===== src/rtl/padd_pkg.sv =====
// Shared constants and types for pipelined_adder.
// Optional signed-overflow output is enabled by defining PADD_SIGNED_OVF_EN.
package padd_pkg;

  localparam int PADD_WIDTH_DEF  = 32;
  localparam int PADD_STAGES_DEF = 4;

  function automatic int padd_chunk(input int width, input int stages);
    return width / stages;
  endfunction

  // Default-width stage record; the top redefines it at its own WIDTH.
  typedef struct packed {
    logic                      valid;
    logic                      carry;
    logic [PADD_WIDTH_DEF-1:0] a_hi;
    logic [PADD_WIDTH_DEF-1:0] b_hi;
    logic [PADD_WIDTH_DEF-1:0] sum_lo;
  } padd_stage_def_t;

endpackage


===== src/rtl/pipelined_adder_if.sv =====
// Operand/result stream bundle for pipelined_adder.
// The ovf signal exists only when PADD_SIGNED_OVF_EN is defined.
interface pipelined_adder_if #(
  parameter int WIDTH = padd_pkg::PADD_WIDTH_DEF
);
  // Handshake: a beat moves on a rising edge where valid && ready. A source
  // holds valid and data stable until accepted; ready may depend on valid.
  logic             in_valid;
  logic             in_ready;
  logic [WIDTH-1:0] a;
  logic [WIDTH-1:0] b;
  logic             cin;
  logic             out_valid;
  logic             out_ready;
  logic [WIDTH-1:0] sum;
  logic             cout;
`ifdef PADD_SIGNED_OVF_EN
  logic             ovf;

  modport master (
    output in_valid, a, b, cin, out_ready,
    input  in_ready, out_valid, sum, cout, ovf
  );
  modport slave (
    input  in_valid, a, b, cin, out_ready,
    output in_ready, out_valid, sum, cout, ovf
  );
`else
  modport master (
    output in_valid, a, b, cin, out_ready,
    input  in_ready, out_valid, sum, cout
  );
  modport slave (
    input  in_valid, a, b, cin, out_ready,
    output in_ready, out_valid, sum, cout
  );
`endif
endinterface


===== src/rtl/padd_stage.sv =====
// One CHUNK-bit slice of the pipelined add plus its enabled pipeline register.
module padd_stage #(
  parameter int  CHUNK   = 8,
  parameter int  K       = 0,
  parameter type stage_t = padd_pkg::padd_stage_def_t
) (
  input  logic   clk,
  input  logic   rst,
  input  logic   en,
  input  stage_t d,
  output stage_t q
);

  localparam int LO = K * CHUNK;

  logic [CHUNK:0] chunk_sum;
  stage_t         nxt;

  always_comb begin
    chunk_sum = {1'b0, d.a_hi[LO +: CHUNK]} + {1'b0, d.b_hi[LO +: CHUNK]}
              + (CHUNK+1)'(d.carry);
    nxt                    = d;
    nxt.sum_lo[LO +: CHUNK] = chunk_sum[CHUNK-1:0];
    nxt.carry              = chunk_sum[CHUNK];
  end

  // Data only loads with a real beat so the output holds across bubbles.
  always_ff @(posedge clk) begin
    if (rst) begin
      q <= '0;
    end else if (en) begin
      if (d.valid) q <= nxt;
      else         q.valid <= 1'b0;
    end
  end

endmodule


===== src/rtl/pipelined_adder.sv =====
// WIDTH-bit a + b + cin split into STAGES carry-chained chunks, one per clock,
// with valid/ready streaming and full backpressure. Macro: PADD_SIGNED_OVF_EN.
module pipelined_adder
  import padd_pkg::*;
#(
  parameter int WIDTH  = PADD_WIDTH_DEF,
  parameter int STAGES = PADD_STAGES_DEF
) (
  input logic               clk,
  input logic               rst,
  pipelined_adder_if.slave  bus
);

  localparam int CHUNK = padd_chunk(WIDTH, STAGES);

  typedef struct packed {
    logic             valid;
    logic             carry;
    logic [WIDTH-1:0] a_hi;
    logic [WIDTH-1:0] b_hi;
    logic [WIDTH-1:0] sum_lo;
  } stage_t;

  generate
    if ((STAGES < 1) || (STAGES > WIDTH) || (WIDTH % STAGES != 0)) begin : g_bad_cfg
      $error("pipelined_adder: WIDTH must be a multiple of STAGES, 1 <= STAGES <= WIDTH");
    end
  endgenerate

  stage_t head;
  stage_t pipe [STAGES];
  stage_t last;
  logic   en;
  logic   unused_ops;

  always_comb begin
    head        = '0;
    head.valid  = bus.in_valid;
    head.carry  = bus.cin;
    head.a_hi   = bus.a;
    head.b_hi   = bus.b;
  end

  genvar k;
  generate
    for (k = 0; k < STAGES; k++) begin : g_stage
      if (k == 0) begin : g_first
        padd_stage #(.CHUNK(CHUNK), .K(k), .stage_t(stage_t)) u_stage (
          .clk(clk), .rst(rst), .en(en), .d(head), .q(pipe[k])
        );
      end else begin : g_next
        padd_stage #(.CHUNK(CHUNK), .K(k), .stage_t(stage_t)) u_stage (
          .clk(clk), .rst(rst), .en(en), .d(pipe[k-1]), .q(pipe[k])
        );
      end
    end
  endgenerate

  // Whole pipe stalls only when the final beat is blocked downstream.
  assign last          = pipe[STAGES-1];
  assign en            = !last.valid || bus.out_ready;
  assign bus.in_ready  = en;
  assign bus.out_valid = last.valid;
  assign bus.sum       = last.sum_lo;
  assign bus.cout      = last.carry;
  assign unused_ops    = ^{last.a_hi, last.b_hi};

`ifdef PADD_SIGNED_OVF_EN
  assign bus.ovf = (last.a_hi[WIDTH-1] == last.b_hi[WIDTH-1]) &&
                   (last.sum_lo[WIDTH-1] != last.a_hi[WIDTH-1]);
`endif

endmodule

===== src/flat_wrapper.sv =====
// flat-port wrapper written by rule: the top's interface ports become plain ports
module pipelined_adder_flat import padd_pkg::*;
#(
  parameter int WIDTH  = PADD_WIDTH_DEF,
  parameter int STAGES = PADD_STAGES_DEF
)
  (clk, rst, bus_in_valid, bus_a, bus_b, bus_cin, bus_out_ready, bus_in_ready, bus_out_valid, bus_sum, bus_cout);
  pipelined_adder_if #(.WIDTH(WIDTH)) bus_i ();
  input logic clk;
  input logic rst;
  input wire logic [$bits(bus_i.in_valid)-1:0] bus_in_valid;
  input wire logic [$bits(bus_i.a)-1:0] bus_a;
  input wire logic [$bits(bus_i.b)-1:0] bus_b;
  input wire logic [$bits(bus_i.cin)-1:0] bus_cin;
  input wire logic [$bits(bus_i.out_ready)-1:0] bus_out_ready;
  output wire logic [$bits(bus_i.in_ready)-1:0] bus_in_ready;
  output wire logic [$bits(bus_i.out_valid)-1:0] bus_out_valid;
  output wire logic [$bits(bus_i.sum)-1:0] bus_sum;
  output wire logic [$bits(bus_i.cout)-1:0] bus_cout;
  assign bus_i.in_valid = bus_in_valid;
  assign bus_i.a = bus_a;
  assign bus_i.b = bus_b;
  assign bus_i.cin = bus_cin;
  assign bus_i.out_ready = bus_out_ready;
  assign bus_in_ready = bus_i.in_ready;
  assign bus_out_valid = bus_i.out_valid;
  assign bus_sum = bus_i.sum;
  assign bus_cout = bus_i.cout;
  pipelined_adder #(.WIDTH(WIDTH), .STAGES(STAGES)) u_core (.clk(clk), .rst(rst), .bus(bus_i));
endmodule

===== config.mk =====
export PLATFORM = sky130hd
export DESIGN_NAME = pipelined_adder_flat
export DESIGN_NICKNAME = d
export VERILOG_FILES = /design/src/rtl/padd_pkg.sv /design/src/rtl/pipelined_adder_if.sv /design/src/rtl/padd_stage.sv /design/src/rtl/pipelined_adder.sv /design/src/flat_wrapper.sv
export SDC_FILE = /design/constraint.sdc
export NUM_CORES = 1
export LEC_CHECK = 0
export CAP_MARGIN = 25
export CORE_MARGIN = 5
export CORE_UTILIZATION = 59
export CTS_CLUSTER_DIAMETER = 120
export DETAILED_ROUTE_END_ITERATION = 12
export HOLD_SLACK_MARGIN = 0.05
export PLACE_DENSITY = 0.95
export SLEW_MARGIN = 5
export SYNTH_ARGS = -nofsm -noshare
export SYNTH_HDL_FRONTEND = slang
export SYNTH_SLANG_ARGS = --single-unit

===== constraint.sdc =====
create_clock -name clk -period 5.3 [get_ports clk]
set_clock_uncertainty 0.05 [all_clocks]
set_input_delay 1.06 -clock clk [delete_from_list [all_inputs] [get_ports clk]]
set_output_delay 1.06 -clock clk [all_outputs]
set_load 0.1 [all_outputs]

==> flow_results.xml <==
<?xml version="1.0" encoding="UTF-8"?>
<metrics>
  <group name="run_status">
    <metric name="status" unit="">finished, final reports clean</metric>
  </group>
  <group name="critical_path">
    <metric name="path_cells" unit="">clkdlybuf4s50_1, nor2b_4, inv_4, buf_4</metric>
    <metric name="worst_setup_path_start_kind" unit="">input pin</metric>
    <metric name="crit_path_max_fanout" unit="">9</metric>
    <metric name="worst-endpoint-arrival" unit="ns">2.06</metric>
    <metric name="critical_path.n_buffers_inverters" unit="">3</metric>
    <metric name="critical_path.max_stage_delay" unit="ns">0.44</metric>
    <metric name="criticalPathCategory" unit="">input pin to output pin</metric>
    <metric name="r2r_cells" unit="">7</metric>
    <metric name="path_depth" unit="">4</metric>
    <metric name="timing.critical_path.required" unit="ns">4.19</metric>
    <metric name="critical-path-slowest-cell" unit="">sky130_fd_sc_hd__clkdlybuf4s50_1</metric>
    <metric name="critical-path-top-delay-family" unit="">buffers and inverters</metric>
    <metric name="setup.worst_path.end_class" unit="">output pin</metric>
  </group>
  <group name="cts">
    <metric name="cts.htree.levels" unit="">4</metric>
    <metric name="path_clk_slew" unit="ns">0.07</metric>
    <metric name="cts.hold.buffers_added" unit="">0</metric>
    <metric name="ctsLongestPathBuffers" unit="">2</metric>
    <metric name="cts_tree" unit="">done</metric>
    <metric name="cts-buffers-inserted" unit="">17</metric>
    <metric name="worst_skew_pair.late_latency" unit="ns">0.43</metric>
    <metric name="clock_sink_count" unit="">184</metric>
    <metric name="post-cts-setup-buffers" unit="">0</metric>
    <metric name="cts.root.buffer_cell" unit="">sky130_fd_sc_hd__clkbuf_16</metric>
    <metric name="resized_after_cts" unit="">0</metric>
  </group>
  <group name="die">
    <metric name="design.core.area" unit="um^2">12670</metric>
    <metric name="floorplan.die_area" unit="um^2">15390</metric>
    <metric name="die_w" unit="um">124.1</metric>
    <metric name="fp-row-count" unit="">41</metric>
    <metric name="die-height" unit="um">124.1</metric>
    <metric name="initial_core_util" unit="%">60.59</metric>
    <metric name="top_level_ports" unit="">104</metric>
  </group>
  <group name="cells_and_area">
    <metric name="diodes" unit="">0</metric>
    <metric name="area_delta_synth_final" unit="%">22.13</metric>
    <metric name="num-nets-final" unit="">1104</metric>
    <metric name="fillerInstances" unit="">895</metric>
    <metric name="layout.cells.non_filler" unit="">1184</metric>
    <metric name="layout-drive-gt1-share" unit="%">6.818</metric>
  </group>
  <group name="synth">
    <metric name="ys_types" unit="">47</metric>
    <metric name="synth_seq_cells" unit="">184</metric>
    <metric name="synth_area_in_compound_gates" unit="%">19.59</metric>
    <metric name="synth_sequential_area_ratio" unit="%">47.98</metric>
    <metric name="yosys.area_share.xor_xnor" unit="%">0.9126</metric>
    <metric name="synth_edf_count" unit="">0</metric>
    <metric name="post_synth.cell_area_avg" unit="um^2">8.255</metric>
    <metric name="syn_area" unit="um^2">7677</metric>
    <metric name="yosys_warnings" unit="">0</metric>
    <metric name="synthSimpleGateAreaFrac" unit="%">20.37</metric>
    <metric name="post_synthesis_adder_cell_area_fraction" unit="%">6.649</metric>
    <metric name="netlist_instances" unit="">930</metric>
    <metric name="syn-num-nets" unit="">1035</metric>
    <metric name="combinational_family_with_the_most_area_after_synthesis" unit="">simple AND/OR/NAND/NOR gates</metric>
    <metric name="synth_async_sr_flop_share" unit="%">0</metric>
    <metric name="post_synth_mux_area_share" unit="%">0</metric>
    <metric name="postSynth.topFlopCell" unit="">sky130_fd_sc_hd__dfxtp_1</metric>
  </group>
  <group name="route">
    <metric name="detailedRoute.firstPassIterationCount" unit="">9</metric>
    <metric name="wire_per_inst" unit="um">14.86</metric>
    <metric name="dr_total_vias" unit="">6560</metric>
    <metric name="drt_wl_total" unit="mm">17.60</metric>
    <metric name="drtAntennaViolNets" unit="">0</metric>
    <metric name="routed_via_density" unit="">5.541</metric>
    <metric name="detail_route.drc_violations" unit="">0</metric>
    <metric name="dr.first_iter.drc_count" unit="">609</metric>
  </group>
  <group name="timing">
    <metric name="final_period_minus_worst_setup_slack" unit="ns">3.167</metric>
    <metric name="number_of_pins_exceeding_their_max_slew_limit_in_the_final_report" unit="">0</metric>
    <metric name="rsz0062_at_grt" unit="">no</metric>
    <metric name="hold_violations" unit="">0</metric>
    <metric name="period_share" unit="%">59.76</metric>
    <metric name="tightestPinTransition" unit="ns">1.014</metric>
    <metric name="setup_viol" unit="">0</metric>
    <metric name="worst_relative_slew_slack" unit="%">32.40</metric>
    <metric name="setup_total_negative_slack" unit="ns">0</metric>
    <metric name="max_freq" unit="MHz">315.7</metric>
  </group>
  <group name="job">
    <metric name="maxCapViolCount" unit="">0</metric>
  </group>
  <group name="global_routing">
    <metric name="grt_pass1_vias" unit="">6245</metric>
    <metric name="global_route.usage.met3" unit="%">5.313</metric>
    <metric name="grt_antenna_before_repair" unit="">0</metric>
    <metric name="maximum_number_of_pins_on_one_net_before_global_route_repair" unit="">115</metric>
    <metric name="grt_use_met2" unit="%">38.24</metric>
    <metric name="globalRouteOverflowTotal" unit="">0</metric>
    <metric name="global_route.usage.met1" unit="%">30.21</metric>
    <metric name="grt_pass1_wl" unit="mm">28.85</metric>
    <metric name="globalRoute.busiestLayer" unit="">met2</metric>
    <metric name="grt_usage" unit="%">23.43</metric>
  </group>
  <group name="min_path">
    <metric name="min_path_type" unit="">register to register</metric>
    <metric name="whs_path_cells" unit="">2</metric>
  </group>
  <group name="place">
    <metric name="buffer_ports.inserted" unit="">103</metric>
    <metric name="dp.cells" unit="">1148</metric>
    <metric name="place.detailed.hpwl" unit="mm">11.32</metric>
    <metric name="finalWeightedCongestion" unit="">0.8596</metric>
  </group>
  <group name="pwr">
    <metric name="leakagePower" unit="nW">3.479</metric>
    <metric name="power.ir.vdd_worst" unit="V">0.0002087</metric>
    <metric name="p_per_area" unit="nW/um^2">332.8</metric>
  </group>
</metrics>
path summary, 6_finish.rpt:
path,start,endpoint,slack [ns]
max reg2reg,u_core.g_stage[0].g_first.u_stage.q[40]$_SDFFE_PP0P_,u_core.g_stage[1].g_next.u_stage.q[14]$_SDFFE_PP0P_,2.89
max,bus_out_ready,bus_in_ready,2.13
min reg2reg,u_core.g_stage[0].g_first.u_stage.q[4]$_SDFFE_PP0P_,u_core.g_stage[0].g_first.u_stage.q[4]$_SDFFE_PP0P_,0.40
min,u_core.g_stage[0].g_first.u_stage.q[4]$_SDFFE_PP0P_,u_core.g_stage[0].g_first.u_stage.q[4]$_SDFFE_PP0P_,0.40
cells in the mapped netlist, drive strengths merged (4+ instances only):
library cell | number | area share [%]
nand2 | 319 | 16
buf | 43 | 3.2
ha | 28 | 4.6
nor3 | 4 | 0.26
fa | 8 | 2.1
o41ai | 4 | 0.65
dfxtp | 184 | 48
nor2 | 24 | 1.2
nor3b | 4 | 0.46
o211ai | 10 | 1.1
a21o | 6 | 0.62
nor4 | 4 | 0.33
nor2b | 5 | 0.51
xor2 | 4 | 0.46
a211oi | 18 | 2.4
a21oi | 171 | 11
nand3b | 6 | 0.59
xnor2 | 4 | 0.46
o21ai | 22 | 1.4
and2 | 4 | 0.33
inv | 7 | 0.37
a211o | 10 | 1.2
clkbuf | 19 | 0.95
nand4b | 4 | 0.46
o21bai | 4 | 0.49
logic make-up (layout without fill, tap and decap cells):
kind of cell	Yosys count	after routing
DFF	184	184
xor gates and xnor gates	8	8
buffers and inverters	69	151
adders and majority gates	36	36
AOI/OAI and AO/OA	251	251
and+or+nand+nor	382	382
layout by cell type, fill, tap and decap left out, types with 3 or more instances in the layout:
master,Yosys,layout
sky130_fd_sc_hd__o21ai_1,4,4
sky130_fd_sc_hd__o21ai_0,18,18
sky130_fd_sc_hd__inv_6,0,4
sky130_fd_sc_hd__clkdlybuf4s50_1,0,101
sky130_fd_sc_hd__inv_1,6,6
sky130_fd_sc_hd__bufinv_16,0,5
sky130_fd_sc_hd__fa_1,8,8
sky130_fd_sc_hd__nor2_1,24,24
sky130_fd_sc_hd__xnor2_1,4,4
sky130_fd_sc_hd__a211oi_2,10,10
sky130_fd_sc_hd__ha_1,28,28
sky130_fd_sc_hd__nor2b_1,4,4
sky130_fd_sc_hd__xor2_1,4,4
sky130_fd_sc_hd__clkbuf_16,0,17
sky130_fd_sc_hd__a21oi_1,171,171
sky130_fd_sc_hd__buf_4,8,6
sky130_fd_sc_hd__nor4_1,4,4
sky130_fd_sc_hd__nor3_1,4,4
sky130_fd_sc_hd__a21o_1,4,4
sky130_fd_sc_hd__a211o_1,8,8
sky130_fd_sc_hd__a211oi_1,8,8
sky130_fd_sc_hd__nor3b_1,3,3
sky130_fd_sc_hd__nand3b_1,6,6
sky130_fd_sc_hd__nand4b_1,4,4
sky130_fd_sc_hd__nand2_1,318,317
sky130_fd_sc_hd__o211ai_1,8,8
sky130_fd_sc_hd__dfxtp_1,184,184
through the flow:
| stage | hold WS, ns | setup slack, ns | area (um^2) | total power [W] | utilization [%] |
|---|---|---|---|---|---|
| floorplan | 0.3761 | 2.449 | 7677 | 0.001654 | - |
| global placement | 0.3887 | 1.896 | 8648 | 0.001731 | 68.25 |
| detailed placement | 0.3924 | 1.781 | 8648 | 0.001741 | 68.25 |
| CTS | 0.4029 | 2.136 | 9306 | 0.003124 | 73.45 |
| global route | 0.4174 | 2.079 | 9376 | 0.003219 | 74.00 |
| finish | 0.4010 | 2.133 | 9376 | 0.003120 | 74.00 |
power by group:
| part | internal, W | switching [W] |
|---|---|---|
| clock network | 0.000856 | 0.000541 |
| logic | 0.000116 | 0.000154 |
| registers | 0.00143 | 0.0000259 |
layout make-up:
class                   count  area (um^2)  share of cell area, %
multi-input cells         677         3654                  38.96
well taps                 172        215.2                  2.295
clock buffers              19        442.9                  4.724
repair buffers            112         1137                  12.13
inverters                   7        28.78                 0.3069
clock inverters            13        215.2                  2.295
flip-flops and latches    184         3684                  39.28
sequential cells by signal, summed over array words and instances (netlist names):
name and cells:
u_core.g_stage.g_next.u_stage.q 126, u_core.g_stage.g_first.u_stage.q 58
tightest hold or removal path, cell delays in order, from the launching register on:
cell and delay [ns]:
sky130_fd_sc_hd__dfxtp_1 0.31, sky130_fd_sc_hd__nand2_1 0.05, sky130_fd_sc_hd__a21oi_1 0.05
routing by layer:
metal / part of all wire (%) / vias to the layer above
li1: - / 3263
met1: 44 / 3043
met2: 47 / 214
met3: 6.9 / 40
met4: 2.6 / 0
met5: 0 / -
(Power assumes the default switching activity.)
